`config.mk`:
```
export PLATFORM = sky130hd
export DESIGN_NAME = alu_seq
export DESIGN_NICKNAME = d
export VERILOG_FILES = /design/src/rtl/alu_seq.sv
export SDC_FILE = /design/constraint.sdc
export NUM_CORES = 1
export LEC_CHECK = 0
export BUFFER_PORTS_ARGS = -buffer_cell sky130_fd_sc_hd__buf_2
export CAP_MARGIN = 20
export CELL_PAD_IN_SITES_DETAIL_PLACEMENT = 0
export CELL_PAD_IN_SITES_GLOBAL_PLACEMENT = 1
export CORE_UTILIZATION = 47
export CTS_BUF_LIST = sky130_fd_sc_hd__clkbuf_4 sky130_fd_sc_hd__clkbuf_8 sky130_fd_sc_hd__clkbuf_16
export DETAILED_ROUTE_END_ITERATION = 12
export HOLD_SLACK_MARGIN = 0.08
export PLACE_DENSITY_LB_ADDON = 0.1
export SLEW_MARGIN = 40
export SYNTH_ARGS = -nofsm -noshare
export SYNTH_HDL_FRONTEND = slang
export SYNTH_SLANG_ARGS = --single-unit
export TNS_END_PERCENT = 5
```
`constraint.sdc`:
```
create_clock -name clk -period 4.4 [get_ports clk]
set_input_delay 0.22 -clock clk [delete_from_list [all_inputs] [get_ports clk]]
set_output_delay 0.22 -clock clk [all_outputs]
set_load 0.03 [all_outputs]
```
`src/rtl/alu_seq.sv`:
```
`default_nettype none
// ============================================================================
// Module   : alu_seq
// Brief    : Sequential ALU with valid/ready handshake, persistent NZCV flags
//            and an optional iterative shift-add multiplier.
// Revision : 1.0 - initial release
// ============================================================================
module alu_seq #(
  parameter int WIDTH  = 16,
  parameter bit MUL_EN = 1'b1
) (
  input  logic             clk,
  input  logic             rst,
  input  logic             in_valid,
  output logic             in_ready,
  input  logic [3:0]       op,
  input  logic [WIDTH-1:0] a,
  input  logic [WIDTH-1:0] b,
  output logic             out_valid,
  input  logic             out_ready,
  output logic [WIDTH-1:0] result,
  output logic             n_flag,
  output logic             z_flag,
  output logic             c_flag,
  output logic             v_flag
);

  localparam int SH_W = $clog2(WIDTH);
  localparam int MSB  = WIDTH - 1;

  localparam logic [3:0] C_OP_ADD = 4'd0;
  localparam logic [3:0] C_OP_SUB = 4'd1;
  localparam logic [3:0] C_OP_ADC = 4'd2;
  localparam logic [3:0] C_OP_SBC = 4'd3;
  localparam logic [3:0] C_OP_AND = 4'd4;
  localparam logic [3:0] C_OP_OR  = 4'd5;
  localparam logic [3:0] C_OP_XOR = 4'd6;
  localparam logic [3:0] C_OP_NOT = 4'd7;
  localparam logic [3:0] C_OP_SHL = 4'd8;
  localparam logic [3:0] C_OP_SHR = 4'd9;
  localparam logic [3:0] C_OP_SAR = 4'd10;
  localparam logic [3:0] C_OP_MUL = 4'd11;
  localparam logic [3:0] C_OP_CMP = 4'd12;

  typedef enum logic [1:0] {
    ST_IDLE = 2'd0,
    ST_MUL  = 2'd1,
    ST_DONE = 2'd2
  } state_t;

  state_t r_state, w_state_nxt;

  logic [WIDTH-1:0]   r_result;
  logic               r_n, r_z, r_c, r_v;
  logic [2*WIDTH-1:0] r_mcand, r_acc, w_acc_nxt;
  logic [WIDTH-1:0]   r_mplier;
  logic [SH_W-1:0]    r_cnt;

  logic             w_fire, w_is_mul, w_mul_last;
  logic [WIDTH-1:0] w_addend, w_res;
  logic             w_cin, w_c, w_v, w_write;
  logic [WIDTH:0]   w_sum, w_shl, w_shr, w_sar;
  logic [SH_W-1:0]  w_sh;

  assign in_ready  = (r_state == ST_IDLE);
  assign out_valid = (r_state == ST_DONE);
  assign result    = r_result;
  assign n_flag    = r_n;
  assign z_flag    = r_z;
  assign c_flag    = r_c;
  assign v_flag    = r_v;

  assign w_fire     = in_valid & in_ready;
  assign w_is_mul   = MUL_EN && (op == C_OP_MUL);
  assign w_acc_nxt  = r_acc + (r_mplier[0] ? r_mcand : '0);
  assign w_mul_last = (r_cnt == SH_W'(WIDTH - 1));

  always_ff @(posedge clk or posedge rst) begin
    if (rst) r_state <= ST_IDLE;
    else     r_state <= w_state_nxt;
  end

  always_comb begin
    w_state_nxt = r_state;
    case (r_state)
      ST_IDLE: if (w_fire) w_state_nxt = w_is_mul ? ST_MUL : ST_DONE;
      ST_MUL:  if (w_mul_last) w_state_nxt = ST_DONE;
      ST_DONE: if (out_ready) w_state_nxt = ST_IDLE;
      default: w_state_nxt = ST_IDLE;
    endcase
  end

  // Single adder serves ADD/SUB/ADC/SBC/CMP; subtraction is A + ~B + cin.
  always_comb begin
    w_addend = b;
    w_cin    = 1'b0;
    case (op)
      C_OP_SUB, C_OP_CMP: begin w_addend = ~b; w_cin = 1'b1; end
      C_OP_ADC:           w_cin = r_c;
      C_OP_SBC:           begin w_addend = ~b; w_cin = r_c; end
      default:            ;
    endcase
    w_sum = {1'b0, a} + {1'b0, w_addend} + {{WIDTH{1'b0}}, w_cin};
    w_sh  = b[SH_W-1:0];
    // Extra bit on each shift captures the last bit shifted out (0 for amount 0).
    w_shl = {1'b0, a} << w_sh;
    w_shr = {a, 1'b0} >> w_sh;
    w_sar = $signed({a, 1'b0}) >>> w_sh;

    w_res   = '0;
    w_c     = 1'b0;
    w_v     = 1'b0;
    w_write = 1'b1;
    case (op)
      C_OP_ADD, C_OP_SUB, C_OP_ADC, C_OP_SBC, C_OP_CMP: begin
        w_res   = w_sum[WIDTH-1:0];
        w_c     = w_sum[WIDTH];
        w_v     = (a[MSB] == w_addend[MSB]) && (w_sum[MSB] != a[MSB]);
        w_write = (op != C_OP_CMP);
      end
      C_OP_AND: w_res = a & b;
      C_OP_OR:  w_res = a | b;
      C_OP_XOR: w_res = a ^ b;
      C_OP_NOT: w_res = ~a;
      C_OP_SHL: begin w_res = w_shl[WIDTH-1:0]; w_c = w_shl[WIDTH]; end
      C_OP_SHR: begin w_res = w_shr[WIDTH:1];   w_c = w_shr[0];     end
      C_OP_SAR: begin w_res = w_sar[WIDTH:1];   w_c = w_sar[0];     end
      default: begin
        w_c = r_c;
        w_v = r_v;
      end
    endcase
  end

  always_ff @(posedge clk or posedge rst) begin
    if (rst) begin
      r_result <= '0;
      r_n      <= 1'b0;
      r_z      <= 1'b0;
      r_c      <= 1'b0;
      r_v      <= 1'b0;
      r_mcand  <= '0;
      r_mplier <= '0;
      r_acc    <= '0;
      r_cnt    <= '0;
    end else begin
      case (r_state)
        ST_IDLE: if (w_fire) begin
          if (w_is_mul) begin
            r_mcand  <= {{WIDTH{1'b0}}, a};
            r_mplier <= b;
            r_acc    <= '0;
            r_cnt    <= '0;
          end else begin
            if (w_write) r_result <= w_res;
            r_n <= w_res[MSB];
            r_z <= (w_res == '0);
            r_c <= w_c;
            r_v <= w_v;
          end
        end
        ST_MUL: begin
          r_acc    <= w_acc_nxt;
          r_mcand  <= r_mcand << 1;
          r_mplier <= r_mplier >> 1;
          r_cnt    <= r_cnt + 1'b1;
          if (w_mul_last) begin
            r_result <= w_acc_nxt[WIDTH-1:0];
            r_n      <= w_acc_nxt[MSB];
            r_z      <= (w_acc_nxt[WIDTH-1:0] == '0);
            r_c      <= (w_acc_nxt[2*WIDTH-1:WIDTH] != '0);
            r_v      <= (w_acc_nxt[2*WIDTH-1:WIDTH] != '0);
          end
        end
        default: ;
      endcase
    end
  end

endmodule
`default_nettype wire

```
== Word level (Yosys, flattened, before mapping) ==
Cells that the tools add are included.
Storage, ports and cells
  input bits: 40
  bits in registers: 106
  logic and storage cells: 112
Cells by class
  eq/ne operators: 26
  reduce and logical (&&, ||, !) cells: 19
  shift operators: 3
  multiplexer cells: 44
  add/subtract/negate cells: 4
  bitwise operators: 6
Operators by type and width (number)
  32-bit 2-to-1 mux: 5
  16-bit case mux with 8 select lines: 1
  32-bit case mux with 2 select lines: 2
  16-bit 2-to-1 mux: 7
  16-bit case mux with 2 select lines: 2
  32-bit adder: 1
  16-bit logical NOT: 2
  16-bit inverter: 2
  4-bit == test, second input constant: 6
  16-bit by 16-bit adder with 17-bit output: 1
  17-bit by 1-bit adder with 17-bit output: 1
  16-bit by 4-bit << shifter with 17-bit output: 1
  17-bit by 4-bit right shift with 17-bit output: 1
  17-bit by 4-bit >>> shifter with 17-bit output: 1
  16-bit bitwise AND: 1
  4-bit by 3-bit == test with 1-bit output, second input constant: 4
  16-bit OR: 1
  16-bit nonzero test: 1
  16-bit XOR: 1
  5-bit AND reduction: 3
  1-bit 2-to-1 mux: 12
  1-bit case mux with 2 select lines: 6
  4-bit by 2-bit == test with 1-bit output, second input constant: 2
  2-bit 2-to-1 mux: 4
  other kinds (27): 34

== Logic depth before layout (Yosys ltp) ==
  word-level depth: 11
  depth in mapped cells: 18
  gate-level depth less buffers: 16

== Least setup slack after synthesis ==
No wires, ideal clock.
  kind: input to register
  start point: in op[0]
  end point: reg r_z (netlist: z_flag)
  required time: 4.320 ns
  cell stages on the path: 16
  arrival time: 4.050 ns
  path slack: 0.270 ns
  path buffers: 2
  cells stage by stage: clkbuf_1 > clkbuf_1 > a21oi_1 > xnor2_1 > fa_1 > fa_1 > a211oi_1 > o21bai_1 > a21oi_1 > xnor2_1 > a2111oi_1 > and4bb_1 > nand4_1 > nor4_1 > nand4_1 > o211ai_2
Between the ends
  word-level cells in the longest chain between the ends: 10
  elaborated cells on any way between the ends: 28
  classes of those cells: add/sub: 2; eq/ne: 13; mux: 6; reduce/logical: 7
RTL lines
  start: declaration: line 16  | input logic [3:0] op,
  4-bit by 1-bit == test with 1-bit output (tied with other cells): line 97, 114
  3-bit OR reduction (no line)
  16-bit 2-to-1 mux
  16-bit by 16-bit adder with 17-bit output: line 103  | w_sum = {1'b0, a} + {1'b0, w_addend} + {{WIDTH{1'b0}}, w_cin};
  17-bit by 1-bit adder with 17-bit output: line 103
  16-bit case mux with 8 select lines: line 114  | case (op)
  16-bit logical NOT: line 157  | r_z <= (w_res == '0);
  1-bit 2-to-1 mux: line 149  | if (w_is_mul) begin
  1-bit 2-to-1 mux: line 148  | ST_IDLE: if (w_fire) begin
  1-bit case mux with 2 select lines: line 147  | case (r_state)
  end signal: assignment: line 157
  end signal: assignment: line 170  | r_z <= (w_acc_nxt[WIDTH-1:0] == '0);
  end: declaration: line 54  | logic r_n, r_z, r_c, r_v;
Parallel ways exist; a longest one is shown, timed or not. The select of a mux whose other input is x is not followed.
A chain may end at the register's enable or synchronous reset.

== Worst setup path in the final report ==
  start point: reg r_mplier[0]
  end point: reg r_c (netlist: c_flag)
Between the ends
  word-level cells in the longest chain between the ends: 5
RTL lines
  start: declaration: line 56  | logic [WIDTH-1:0] r_mplier;
  start signal: assignment: line 165  | r_mplier <= r_mplier >> 1;
  32-bit 2-to-1 mux: line 75  | assign w_acc_nxt = r_acc + (r_mplier[0] ? r_mcand : '0);
  32-bit adder: line 75
  16-bit nonzero test: line 171  | r_c <= (w_acc_nxt[2*WIDTH-1:WIDTH] != '0);
  1-bit 2-to-1 mux: line 167  | if (w_mul_last) begin
  1-bit case mux with 2 select lines: line 147
  end signal: assignment: line 158  | r_c <= w_c;
  end signal: assignment: line 171
  end: declaration: line 54
No other way between the ends. The select of a mux whose other input is x is not followed.

==> flow_summary_export.csv <==
group,metric,value,unit
sta,setup_violations,0,
sta,drv_slew,0,
sta,rsz0062_at_grt,"false",
route,num_vias,9678,
sta,period_minus_slack,4.26,ns
synth,ys_seq_area_share,26.1,%
clock_network,ctsLongestPathBuffers,2,
worst_setup_path,worstPathArrival,4.50,ns
floorplan,die_w,149,um
sta,timing.final.crit_share,96.7,%
min_path,hold_path_depth,2,
clock_network,cts_setup_buffers,0,
grt,grt_pass1_vias,9165,
synth,yosysWarningCount,0,
sta,timing.final.ws_setup,0.143,ns
synth,synth_seq_cells,106,
final_layout,nFillCells,2079,
worst_setup_path,r2r-start,"r_mplier[0]$_DFFE_PP0P_",
route,ant_nets,0,
synth,avgSynthCellArea,8.10,um^2
synth,yosysUniqueCellTypes,80,
power,comb_power_share,56.7,%
worst_setup_path,worstPathCellList,"and2_1, ha_1, fa_1, a211oi_1, o21ai_1, o211ai_1, a21oi_1, nor2_1, xnor2_1, or3b_1, nor4_1, nand4_1, o31a_1",
worst_setup_path,cpMaxStageDelayCell,"dfrtp_1",
power,swShare,46.6,%
final_layout,utilization,52.8,%
synth,synthArstFlopShare,100,%
final_layout,drive_gt1_share,12.6,%
route,dr.pass1.iters,5,
power,seq_power_share,28.7,%
synth,synth.net_count,1377,
clock_network,cts-htree-levels,3,
worst_setup_path,path_class,"register to register",
worst_setup_path,cp-end-kind,"register",
clock_network,numCtsBuffers,9,
sta,clock_skew,0.0156,ns
grt,grt_max_degree,79,
final_layout,multi_input_area,6980,um^2
worst_setup_path,reg2reg_to,"c_flag$_DFFE_PP0P_",
route,via_per_inst,6.18,
worst_setup_path,rrSetupSlack,0.14,ns
power,total_power,6030,uW
sta,max_slew_margin,47.3,%
power,p_clk_share,14.6,%
floorplan,coreArea,21100,um^2
min_path,hold_path_end,"r_mplier[15]$_DFFE_PP0P_",
route,wl_per_cell,21.3,um
worst_setup_path,critPathRequiredTime,4.64,ns
min_path,hp-class,"primary input to register",
placed_design,io_buffers,61,
route,wl,33300,um
final_layout,area_growth,9.49,%
final_layout,nNetsFinal,1408,
placed_design,post-dp-hpwl,24700,um
synth,synthCells,1254,
floorplan,die_y,149,um
floorplan,rows,53,
floorplan,pin_count,62,
placed_design,pre_cts_ws,0.229,ns
synth,synth_area,10200,um^2
floorplan,initial_core_util,48.2,%
synth,synth_ff_type,"dfrtp_1",
sta,hold_viol_final,0,
clock_network,clkSlewWorstSetupHoldPaths,0.08,ns
sta,fin_tns_setup,0,ns
sta,tightest_slew,0.782,ns
synth,synth_edf_count,0,
min_path,hp-start,"b[15]",
worst_setup_path,r2r_cells,13,
sta,max_freq,235,MHz
grt,grt_pass1_wl,52700,um
power,internal_power,3220,uW
route,drt-initial-drc-count,788,
final_layout,regArea,2650,um^2
grt,antenna_found_initial,0,
grt,grtUsageTotal,30.9,%
clock_network,cts_sinks,106,
floorplan,dieArea,22200,um^2
worst_setup_path,crit_path_max_incr_delay,0.51,ns
final_layout,diodes,0,
power,p_sw,2810,uW
worst_setup_path,crit_fanout,8,
power,irDropWorstVdd,0.000210,V
clock_network,clock_latency,0.36,ns
clock_network,cts_tree,"done",
clock_network,root_buffer,"clkbuf_16",
grt,grt_overflow,0,
power,powerDensity,542,nW/um^2
run,cap_violations,0,
route,route.detailed.drc,0,
status,status,"complete, no violations",
power,power_leakage,0.00512,uW
worst_setup_path,start_kind,"register",
placed_design,gp_congestion,0.964,
-- synth_stat cells (25+ instances only) --
master	instances	area share, %
and2_1	38	2.3
mux2i_1	43	4.2
dfrtp_1	106	26
a211oi_1	25	1.8
o21ai_0	105	5.2
nor2_1	115	4.2
inv_1	58	2.1
ha_1	80	9.9
a21oi_1	97	4.8
xnor2_1	34	2.9
clkbuf_1	58	2.1
nand2_1	153	5.7
-- area by class of cell --
| cell class | count | share of cell area (%) |
|---|---|---|
| Multi-Input combinational cell | 1008 | 62.7 |
| Inverter | 59 | 2.01 |
| Clock inverter | 6 | 0.652 |
| Sequential cell | 106 | 23.8 |
| Clock buffer | 10 | 2.15 |
| Timing Repair Buffer | 101 | 5.52 |
| Tap cell | 275 | 3.09 |
-- logic make-up after synthesis --
group / after synthesis / share of synthesized area [%]
AOI/OAI and AO/OA: 386 / 24.6
xor gates and xnor gates: 55 / 4.74
buffers and inverters: 140 / 5.68
DFF: 106 / 26.1
muxes: 75 / 9.67
and+or+nand+nor: 409 / 18.8
adders and majority gates: 83 / 10.4
-- per-layer routing --
metal	global-route usage (%)	vias to the layer above	wire length [um]
met4	9.90	0	959
li1	-	4584	-
met2	46.6	344	14400
met3	3.67	68	1890
met5	0	-	0
met1	45.5	4682	16000
-- through the flow --
| stage | instances | hold slack [ns] | cell area, um^2 |
|---|---|---|---|
| 5_1_grt | 1565 | 0.152 | 11100 |
| 3_5_place_dp | 1547 | 0.294 | 10800 |
| 3_3_place_gp | 1547 | 0.286 | 10800 |
| 2_1_floorplan | 1254 | 0.328 | 10200 |
| 6_report | 1565 | 0.170 | 11100 |
| 4_1_cts | 1565 | 0.161 | 11100 |
-- sequential cells by signal, indices dropped and copies added (netlist names) --
name and flops:
result 16, r_state 2, r_mcand 32, z_flag 1
r_cnt 4, c_flag 1, r_acc 32, n_flag 1
v_flag 1, r_mplier 16
-- worst max-delay path by stage --
| stage | from | to | slack, ns | depth (start not counted) |
|---|---|---|---|---|
| floorplan | op[0] | z_flag$_DFFE_PP0P_ | 0.27 | 16 |
| global placement | op[3] | z_flag$_DFFE_PP0P_ | 0.27 | 17 |
| detailed placement | op[3] | z_flag$_DFFE_PP0P_ | 0.23 | 17 |
| CTS | r_mplier[0]$_DFFE_PP0P_ | c_flag$_DFFE_PP0P_ | 0.28 | 13 |
| global route | r_mplier[0]$_DFFE_PP0P_ | c_flag$_DFFE_PP0P_ | 0.09 | 13 |
| finish | r_mplier[0]$_DFFE_PP0P_ | c_flag$_DFFE_PP0P_ | 0.14 | 13 |
-- power groups by stage --
stage,logic [uW],clock network [uW],registers (uW)
2_1_floorplan,2370,0,1790
3_3_place_gp,3350,0,1740
3_5_place_dp,3350,0,1750
4_1_cts,3380,900,1730
5_1_grt,3770,942,1790
6_report,3420,879,1730
-- repair_timing --
action	4_1_cts	5_1_grt
hold buffers	2	0
resized for setup	0	0
endpoints found under the hold margin	39	0
-- critical path, delay by kind of cell (launching register included) --
family	cells	cell delay, ns
compound gates	5	1.27
fa+ha+maj	2	0.68
simple gates	5	1.56
xor+xnor	1	0.13
flops	1	0.51
-- layout by cell type (no fill, tap or decap), types with 5 or more instances in the layout --
cell type | Yosys | routed
nor2b_1 | 9 | 8
o21bai_1 | 5 | 5
o22ai_1 | 9 | 9
xnor2_1 | 34 | 34
o211ai_1 | 13 | 13
inv_1 | 58 | 57
dfrtp_1 | 106 | 106
o21a_1 | 8 | 8
o31ai_1 | 7 | 7
ha_1 | 80 | 80
a211o_1 | 6 | 6
nand3_1 | 19 | 19
nand2_1 | 153 | 152
o221ai_1 | 8 | 8
and3_1 | 6 | 6
nor2_1 | 115 | 113
a21oi_1 | 97 | 96
or3_1 | 5 | 5
xor2_1 | 21 | 21
nor3_1 | 12 | 12
buf_4 | 1 | 37
o31a_1 | 5 | 5
nand4_1 | 10 | 10
a22o_1 | 10 | 10
o22a_1 | 6 | 6
and2_1 | 38 | 38
a22oi_1 | 5 | 5
mux2i_1 | 43 | 43
mux2_2 | 13 | 13
a31oi_1 | 6 | 6
a21o_1 | 23 | 23
a211oi_1 | 25 | 25
clkbuf_16 | 0 | 9
buf_2 | 13 | 61
o21ai_0 | 105 | 105
nand2b_1 | 14 | 13
mux4_2 | 17 | 17
nor4_1 | 5 | 5
a221oi_1 | 6 | 6
Note: power is estimated with default switching activity, not from simulation.
